### src/rtl/gba_irq_ctrl_pkg.sv
`default_nettype none
// ============================================================================
// Module   : gba_irq_pkg
// Brief    : Shared types and constants for the GBA interrupt controller.
// Revision : 1.0 - initial release
// ============================================================================
package gba_irq_pkg;

  localparam int IRQ_NUM_SRC = 14;

  typedef enum logic [3:0] {
    IRQ_VBLANK  = 4'd0,
    IRQ_HBLANK  = 4'd1,
    IRQ_VCOUNT  = 4'd2,
    IRQ_TIMER0  = 4'd3,
    IRQ_TIMER1  = 4'd4,
    IRQ_TIMER2  = 4'd5,
    IRQ_TIMER3  = 4'd6,
    IRQ_SERIAL  = 4'd7,
    IRQ_DMA0    = 4'd8,
    IRQ_DMA1    = 4'd9,
    IRQ_DMA2    = 4'd10,
    IRQ_DMA3    = 4'd11,
    IRQ_KEYPAD  = 4'd12,
    IRQ_GAMEPAK = 4'd13
  } irq_idx_e;

  // Offsets from the I/O base 0x0400_0000
  localparam logic [11:0] IRQ_IE_OFS  = 12'h200;
  localparam logic [11:0] IRQ_IF_OFS  = 12'h202;
  localparam logic [11:0] IRQ_IME_OFS = 12'h208;

  typedef enum logic [0:0] {
    RUN  = 1'b0,
    HALT = 1'b1
  } halt_state_e;

  function automatic logic [15:0] be_mask(input logic [1:0] be);
    return {{8{be[1]}}, {8{be[0]}}};
  endfunction

endpackage
`default_nettype wire

### src/rtl/gba_irq_ctrl_if.sv
`default_nettype none
// ============================================================================
// Module   : gba_irq_ctrl_if
// Brief    : Source, MMIO write/readback and CPU-side signals of the IRQ block.
// Revision : 1.0 - initial release
// ============================================================================
interface gba_irq_ctrl_if #(
  parameter int NUM_SRC = gba_irq_pkg::IRQ_NUM_SRC
);
  logic [NUM_SRC-1:0] irq_src;
  logic               wr_ie;
  logic               wr_if;
  logic               wr_ime;
  logic [15:0]        wr_data;
  logic [1:0]         wr_be;
  logic               halt_req;
  logic [15:0]        reg_IE;
  logic [15:0]        reg_IF;
  logic [15:0]        reg_IME;
  logic               irq;
  logic               halted;

  modport master (
    output irq_src, wr_ie, wr_if, wr_ime, wr_data, wr_be, halt_req,
    input  reg_IE, reg_IF, reg_IME, irq, halted
  );

  modport slave (
    input  irq_src, wr_ie, wr_if, wr_ime, wr_data, wr_be, halt_req,
    output reg_IE, reg_IF, reg_IME, irq, halted
  );
endinterface
`default_nettype wire

### src/rtl/gba_irq_ctrl_edge_detect.sv
`default_nettype none
// ============================================================================
// Module   : irq_edge_detect
// Brief    : Per-source history register and IRQ event generation.
// Revision : 1.0 - initial release
// ============================================================================
module irq_edge_detect #(
  parameter int NUM_SRC  = 14,
  parameter int SRC_EDGE = 1
) (
  input  wire logic               clk,
  input  wire logic               rst,
  input  wire logic [NUM_SRC-1:0] src,
  output logic      [NUM_SRC-1:0] ev
);

  logic [NUM_SRC-1:0] prev_q, prev_d;
  logic               armed_q, armed_d;

  always_comb begin
    prev_d  = src;
    armed_d = 1'b1;
  end

  always_ff @(posedge clk) begin
    if (rst) begin
      prev_q  <= '0;
      armed_q <= 1'b0;
    end else begin
      prev_q  <= prev_d;
      armed_q <= armed_d;
    end
  end

  generate
    if (SRC_EDGE != 0) begin : g_edge
      // First cycle after reset only loads history, so a source already high
      // when reset drops is not mistaken for a fresh edge.
      assign ev = armed_q ? (src & ~prev_q) : '0;
    end else begin : g_level
      logic unused_hist;
      assign unused_hist = ^{prev_q, armed_q};
      assign ev          = src;
    end
  endgenerate

endmodule
`default_nettype wire

### src/rtl/gba_irq_ctrl.sv
`default_nettype none
// ============================================================================
// Module   : gba_irq_ctrl
// Brief    : GBA IE/IF/IME registers, registered IRQ line and optional HALT gate.
//            Define GBA_IRQ_HALT_EN to build the RUN/HALT clock-gate FSM.
// Revision : 1.0 - initial release
// ============================================================================
module gba_irq_ctrl
  import gba_irq_pkg::*;
#(
  parameter int NUM_SRC  = IRQ_NUM_SRC,
  parameter int SRC_EDGE = 1
) (
  input wire logic      clock_16,
  input wire logic      reset,
  gba_irq_ctrl_if.slave bus
);

  logic [NUM_SRC-1:0] ev;
  logic [NUM_SRC-1:0] wr_mask, wr_val, clr;
  logic [NUM_SRC-1:0] ie_q, ie_d, if_q, if_d;
  logic               ime_q, ime_d, irq_q, irq_d;
  logic [15:0]        be_m;

  irq_edge_detect #(
    .NUM_SRC  (NUM_SRC),
    .SRC_EDGE (SRC_EDGE)
  ) u_edge (
    .clk (clock_16),
    .rst (reset),
    .src (bus.irq_src),
    .ev  (ev)
  );

  always_comb begin
    be_m    = be_mask(bus.wr_be);
    wr_mask = be_m[NUM_SRC-1:0];
    wr_val  = bus.wr_data[NUM_SRC-1:0] & wr_mask;
    clr     = bus.wr_if ? wr_val : '0;
    // New events win over a same-cycle write-1-to-clear
    if_d    = (if_q & ~clr) | ev;
    ie_d    = bus.wr_ie ? ((ie_q & ~wr_mask) | wr_val) : ie_q;
    ime_d   = (bus.wr_ime && bus.wr_be[0]) ? bus.wr_data[0] : ime_q;
    irq_d   = ime_q & (|(ie_q & if_q));
  end

  always_ff @(posedge clock_16) begin
    if (reset) begin
      ie_q  <= '0;
      if_q  <= '0;
      ime_q <= 1'b0;
      irq_q <= 1'b0;
    end else begin
      ie_q  <= ie_d;
      if_q  <= if_d;
      ime_q <= ime_d;
      irq_q <= irq_d;
    end
  end

  assign bus.reg_IE  = 16'(ie_q);
  assign bus.reg_IF  = 16'(if_q);
  assign bus.reg_IME = {15'b0, ime_q};
  assign bus.irq     = irq_q;

  logic unused_wr;
  assign unused_wr = ^{be_m, bus.wr_data};

`ifdef GBA_IRQ_HALT_EN
  halt_state_e state_q;
  logic        halted_q;

  // Wake looks at next-cycle IF so halted drops on the edge the IF bit lands
  always_ff @(posedge clock_16) begin
    if (reset) begin
      state_q  <= RUN;
      halted_q <= 1'b0;
    end else begin
      case (state_q)
        RUN: begin
          if (bus.halt_req) begin
            state_q  <= HALT;
            halted_q <= 1'b1;
          end
        end
        HALT: begin
          if (|(ie_q & if_d)) begin
            state_q  <= RUN;
            halted_q <= 1'b0;
          end
        end
        default: begin
          state_q  <= RUN;
          halted_q <= 1'b0;
        end
      endcase
    end
  end

  assign bus.halted = halted_q;
`else
  logic unused_halt;
  assign unused_halt = bus.halt_req;
  assign bus.halted  = 1'b0;
`endif

endmodule
`default_nettype wire

### src/flat_wrapper.sv
// flat-port wrapper written by rule: the top's interface ports become plain ports
module gba_irq_ctrl_flat import gba_irq_pkg::*;
#(
  parameter int NUM_SRC  = IRQ_NUM_SRC,
  parameter int SRC_EDGE = 1
)
  (clock_16, reset, bus_irq_src, bus_wr_ie, bus_wr_if, bus_wr_ime, bus_wr_data, bus_wr_be, bus_halt_req, bus_reg_IE, bus_reg_IF, bus_reg_IME, bus_irq, bus_halted);
  gba_irq_ctrl_if #(.NUM_SRC(NUM_SRC)) bus_i ();
  input wire logic clock_16;
  input wire logic reset;
  input wire logic [$bits(bus_i.irq_src)-1:0] bus_irq_src;
  input wire logic [$bits(bus_i.wr_ie)-1:0] bus_wr_ie;
  input wire logic [$bits(bus_i.wr_if)-1:0] bus_wr_if;
  input wire logic [$bits(bus_i.wr_ime)-1:0] bus_wr_ime;
  input wire logic [$bits(bus_i.wr_data)-1:0] bus_wr_data;
  input wire logic [$bits(bus_i.wr_be)-1:0] bus_wr_be;
  input wire logic [$bits(bus_i.halt_req)-1:0] bus_halt_req;
  output wire logic [$bits(bus_i.reg_IE)-1:0] bus_reg_IE;
  output wire logic [$bits(bus_i.reg_IF)-1:0] bus_reg_IF;
  output wire logic [$bits(bus_i.reg_IME)-1:0] bus_reg_IME;
  output wire logic [$bits(bus_i.irq)-1:0] bus_irq;
  output wire logic [$bits(bus_i.halted)-1:0] bus_halted;
  assign bus_i.irq_src = bus_irq_src;
  assign bus_i.wr_ie = bus_wr_ie;
  assign bus_i.wr_if = bus_wr_if;
  assign bus_i.wr_ime = bus_wr_ime;
  assign bus_i.wr_data = bus_wr_data;
  assign bus_i.wr_be = bus_wr_be;
  assign bus_i.halt_req = bus_halt_req;
  assign bus_reg_IE = bus_i.reg_IE;
  assign bus_reg_IF = bus_i.reg_IF;
  assign bus_reg_IME = bus_i.reg_IME;
  assign bus_irq = bus_i.irq;
  assign bus_halted = bus_i.halted;
  gba_irq_ctrl #(.NUM_SRC(NUM_SRC), .SRC_EDGE(SRC_EDGE)) u_core (.clock_16(clock_16), .reset(reset), .bus(bus_i));
endmodule
### config.mk
export PLATFORM = sky130hd
export DESIGN_NAME = gba_irq_ctrl_flat
export DESIGN_NICKNAME = d
export VERILOG_FILES = /design/src/rtl/gba_irq_ctrl_pkg.sv /design/src/rtl/gba_irq_ctrl_if.sv /design/src/rtl/gba_irq_ctrl_edge_detect.sv /design/src/rtl/gba_irq_ctrl.sv /design/src/flat_wrapper.sv
export SDC_FILE = /design/constraint.sdc
export NUM_CORES = 1
export LEC_CHECK = 0
export ABC_AREA = 0
export BUFFER_PORTS_ARGS = -buffer_cell sky130_fd_sc_hd__buf_2
export CAP_MARGIN = 20
export CORE_MARGIN = 4
export CORE_UTILIZATION = 30
export CTS_BUF_LIST = sky130_fd_sc_hd__clkbuf_8
export CTS_CLUSTER_DIAMETER = 60
export CTS_CLUSTER_SIZE = 30
export DETAILED_ROUTE_END_ITERATION = 16
export SLEW_MARGIN = 5
export SYNTH_ARGS = -nofsm -noshare
export SYNTH_HDL_FRONTEND = slang
export SYNTH_SLANG_ARGS = --single-unit
### constraint.sdc
create_clock -name clock_16 -period 2.1 [get_ports clock_16]
set_clock_uncertainty 0.15 [all_clocks]
set_input_delay 0.42 -clock clock_16 [delete_from_list [all_inputs] [get_ports clock_16]]
set_output_delay 0.42 -clock clock_16 [all_outputs]
set_load 0.005 [all_outputs]
# [After elaboration in Yosys (flattened, before gate mapping)]
# Index checks and enable logic that the tools add are counted.
[totals] memories=0 ramBits=0 output_inout_bits=50 latch_bits=0 inputBits=38 elab_cells=22 romBits=0 regBits=45
[classes] n_bitwise=11 shifts=0 reduce_logical=2 eq_ne=0 muxes=3 div=0 order_cmp=0 addsub=0 n_mul=0
[ops] op="$and A14 B14 Y14" n=5
[ops] op="$not A14 Y14" n=3
[ops] op="$mux W14" n=2
[ops] op="$or A14 B14 Y14" n=2
[ops] op="$reduce_or A14 Y1" n=1
[ops] op="$and A1 B1 Y1" n=1
[ops] op="$logic_and A1 B1 Y1" n=1
[ops] op="$mux W1" n=1

# [Longest topological paths before layout]
[logic_depth] word_depth=5 depth_mapped=5 depth_no_buf=3

# [Hierarchy]
# A second synthesis with hierarchy kept.
[hier_totals] hier_cells=207 hier_area_um2=1844.3
[by_module_without_submodules] mod="gba_irq_ctrl" area_each_um2=1306.3 n_inst=1 seq_area_each_um2=600.6 cells_each=161
[by_module_without_submodules] mod="irq_edge_detect" area_each_um2=538.0 n_inst=1 seq_area_each_um2=300.3 cells_each=46

# [Worst setup path after synthesis]
# OpenSTA, ideal clock, no wires.
[synth_timing] kind="input port to flip-flop" startpoint="in reset" endpoint="reg u_core.if_q[0]" path_slack_ps=932 arrival_ps=890 path_stages=3 t_required_ps=1822 n_path_buf=2 cell_sequence="buf_2 clkbuf_1 nor2_1"
[synth_rtl] element="start, declared" line_no="flat_wrapper.sv:10" rtl="input wire logic reset;"
[synth_rtl] element="end signal, assigned" line_no="gba_irq_ctrl.sv:55" rtl="if_q <= if_d;"
[synth_rtl] element="end, declared" line_no="gba_irq_ctrl.sv:21" rtl="logic [NUM_SRC-1:0] ie_q, ie_d, if_q, if_d;"
# No word-level cell between the ends.

==> flow_metrics.py <==
metrics = {
    "sta": {
        "period_share": 0.658,
        "min_period_ns": 1.38,
        "rsz0062_at_grt": "no",
        "hold_viol_final": 0,
        "finalSetupViolations": 0,
        "tightest_slew_ns": 0.677,
        "worst_slack_ns": 0.719,
        "holdWs_ns": 0.195,
        "finalMaxSlewViolations": 0,
        "fin_tns_setup_ns": 0,
        "timing.fmax_mhz": 724,
        "slew_headroom": 0.548,
    },
    "power": {
        "power_mw": 1.89,
        "power_per_cell_area_nw_per_um2": 840,
        "p_leak_nw": 1.04,
        "ir_worst_vdd_uv": 388,
    },
    "setup_path": {
        "rr_worst_depth": 2,
        "path_cells": "buf_2",
        "path_class": "reg2out",
        "crit_family": "flip-flops",
        "slowest_delay_ns": 0.38,
        "worst_setup_path_start_kind": "flop",
        "cp-end-kind": "output pin",
        "regToRegEndpoint": "u_core.if_q[11]$_SDFF_PP0_",
        "crit_fanout": 3,
        "slowest_stage": "dfxtp_1",
        "critPathRequiredTime_ns": 1.53,
        "r2r_start": "u_core.u_edge.armed_q$_DFF_P_",
        "cp_data_arrival_time_ns": 0.81,
        "critPathBufInv": 1,
        "reg2reg_slack_ns": 0.79,
    },
    "yosys": {
        "synth.avg_cell_area_um2": 8.72,
        "yosysTopAreaCellShare": 0.495,
        "ys_seq_area_frac": 0.495,
        "ys_types": 18,
        "synth_area_um2": 1820,
        "netlist_top_cells_area": "dfxtp_1, buf_4, nand3_1, a32oi_1, nor2b_1",
        "ys_ff_latch": 45,
        "syn_inst": 209,
        "yosysTopAreaCell": "dfxtp_1",
        "yosys_warnings": 0,
    },
    "global_route": {
        "grt.total_usage": 0.131,
        "grt_pass1_vias": 1502,
        "grt.overflow.total": 0,
        "grt_antenna_before_repair": 0,
        "grt_first_pass_wirelength_um": 7570,
        "grt_max_degree": 21,
    },
    "layout": {
        "fin_nets": 309,
        "post-route-util": 0.380,
        "drive_gt1_frac": 0.287,
        "antenna_cells": 0,
        "area_growth_pct": 23.4,
        "fillCellCount": 652,
    },
    "floorplan": {
        "dieHeight_um": 85.9,
        "rows": 28,
        "io_pins": 88,
        "die_w_um": 85.9,
        "dieArea_um2": 7380,
        "fp.coreArea_um2": 5920,
        "start_util": 0.308,
    },
    "clocking": {
        "clk_pin_slew_worst_paths_ns": 0.09,
        "cts_hold_buf": 0,
        "cts_num_sinks": 45,
        "worstSkewPairLatency_ns": 0.29,
        "h-tree-depth": 2,
        "cts_root_buf": "clkbuf_8",
        "tritoncts": "done",
        "postCtsSetupBuffers": 0,
        "clockBufferDepth": 2,
        "cts_buffers": 5,
        "cts_resized": 0,
    },
    "route": {
        "drtIter0Drc": 124,
        "first_pass_iters": 4,
        "final_antenna_net_count": 0,
        "routed_wl_um": 4720,
        "drc": 0,
        "routed_via_density": 4.57,
        "wl_per_cell_um": 13.6,
        "vias": 1587,
    },
    "run_status": {
        "status": "finished, final reports clean",
    },
    "worst_hold_path": {
        "holdPathStages": 2,
        "hp-class": "in2reg",
        "min-delay-start": "bus_irq_src[5]",
        "hold_end": "u_core.u_edge.prev_q[5]$_SDFF_PP0_",
    },
    "placed_design": {
        "place_congestion": 0.672,
        "hpwl_um": 3420,
        "dp_slack_ns": 0.707,
        "io_buffers": 64,
    },
    "job": {
        "maxCapViolCount": 0,
    },
}
-- logic make-up after synthesis --
family | after synthesis | share of synthesized area
other | 1 | 0.00206
and+or+nand+nor | 79 | 0.205
AOI/OAI and AO/OA | 37 | 0.144
DFF | 45 | 0.495
buffers and inverters | 47 | 0.155
-- worst max-delay path by stage --
stage,to,cells past startpoint,slack [ns]
floorplan,u_core.if_q[0]$_SDFF_PP0_,3,0.93
global placement,flop,4,0.71
detailed placement,flop,4,0.71
CTS,bus_reg_IME[0],1,0.70
global route,bus_reg_IF[0],1,0.65
finish,bus_reg_IE[8],1,0.72
-- final cells by class --
class / count / area (µm²) / area share
sequential: 45 / 901 / 0.401
multi-input combinational: 136 / 709 / 0.316
timing repair buffer: 69 / 358 / 0.159
tap: 75 / 93.8 / 0.0417
clock buffer: 5 / 68.8 / 0.0306
clock inverter: 3 / 65.1 / 0.0289
inverter: 14 / 52.6 / 0.0234
-- layout by cell type, fill, tap and decap left out --
cell,count
nor2_1,13
o311a_1,1
nand3_1,30
clkinv_2,1
nor2b_1,14
a22oi_2,1
bufinv_16,2
a21oi_1,16
dfxtp_1,45
a32oi_1,13
nand3b_1,1
nand2_1,21
buf_4,5
conb_1,20
inv_1,14
clkbuf_8,5
buf_2,64
a22oi_1,6
-- through the flow --
| stage | cell area, µm² | std cells |
|---|---|---|
| 5_1_grt | 2250 | 347 |
| 3_5_place_dp | 2110 | 339 |
| 3_3_place_gp | 2110 | 339 |
| 6_report | 2250 | 347 |
| 4_1_cts | 2250 | 347 |
| 2_1_floorplan | 1890 | 228 |
-- power by group --
| group | internal [mW] | switching, mW |
|---|---|---|
| clock | 0.473 | 0.292 |
| sequential | 0.899 | 0.0329 |
| combinational | 0.0864 | 0.107 |
| total | 1.46 | 0.431 |
-- layer usage --
layer	global-route usage	share of wire
met5	0	0
met4	0.0345	0.0049
met3	0.0461	0.084
met2	0.198	0.45
met1	0.176	0.46
-- cells in the mapped netlist --
| cell type | count |
|---|---|
| dfxtp_1 | 45 |
| nand3_1 | 30 |
| buf_4 | 24 |
| nand2_1 | 21 |
| a21oi_1 | 16 |
| inv_1 | 14 |
| nor2b_1 | 14 |
| a32oi_1 | 13 |
| nor2_1 | 13 |
| a22oi_1 | 6 |
| buf_2 | 6 |
| a22oi_2 | 1 |
| buf_6 | 1 |
| clkbuf_1 | 1 |
| clkbuf_2 | 1 |
| conb_1 | 1 |
| nand3b_1 | 1 |
| o311a_1 | 1 |
Power figures use the tool's default switching activity.
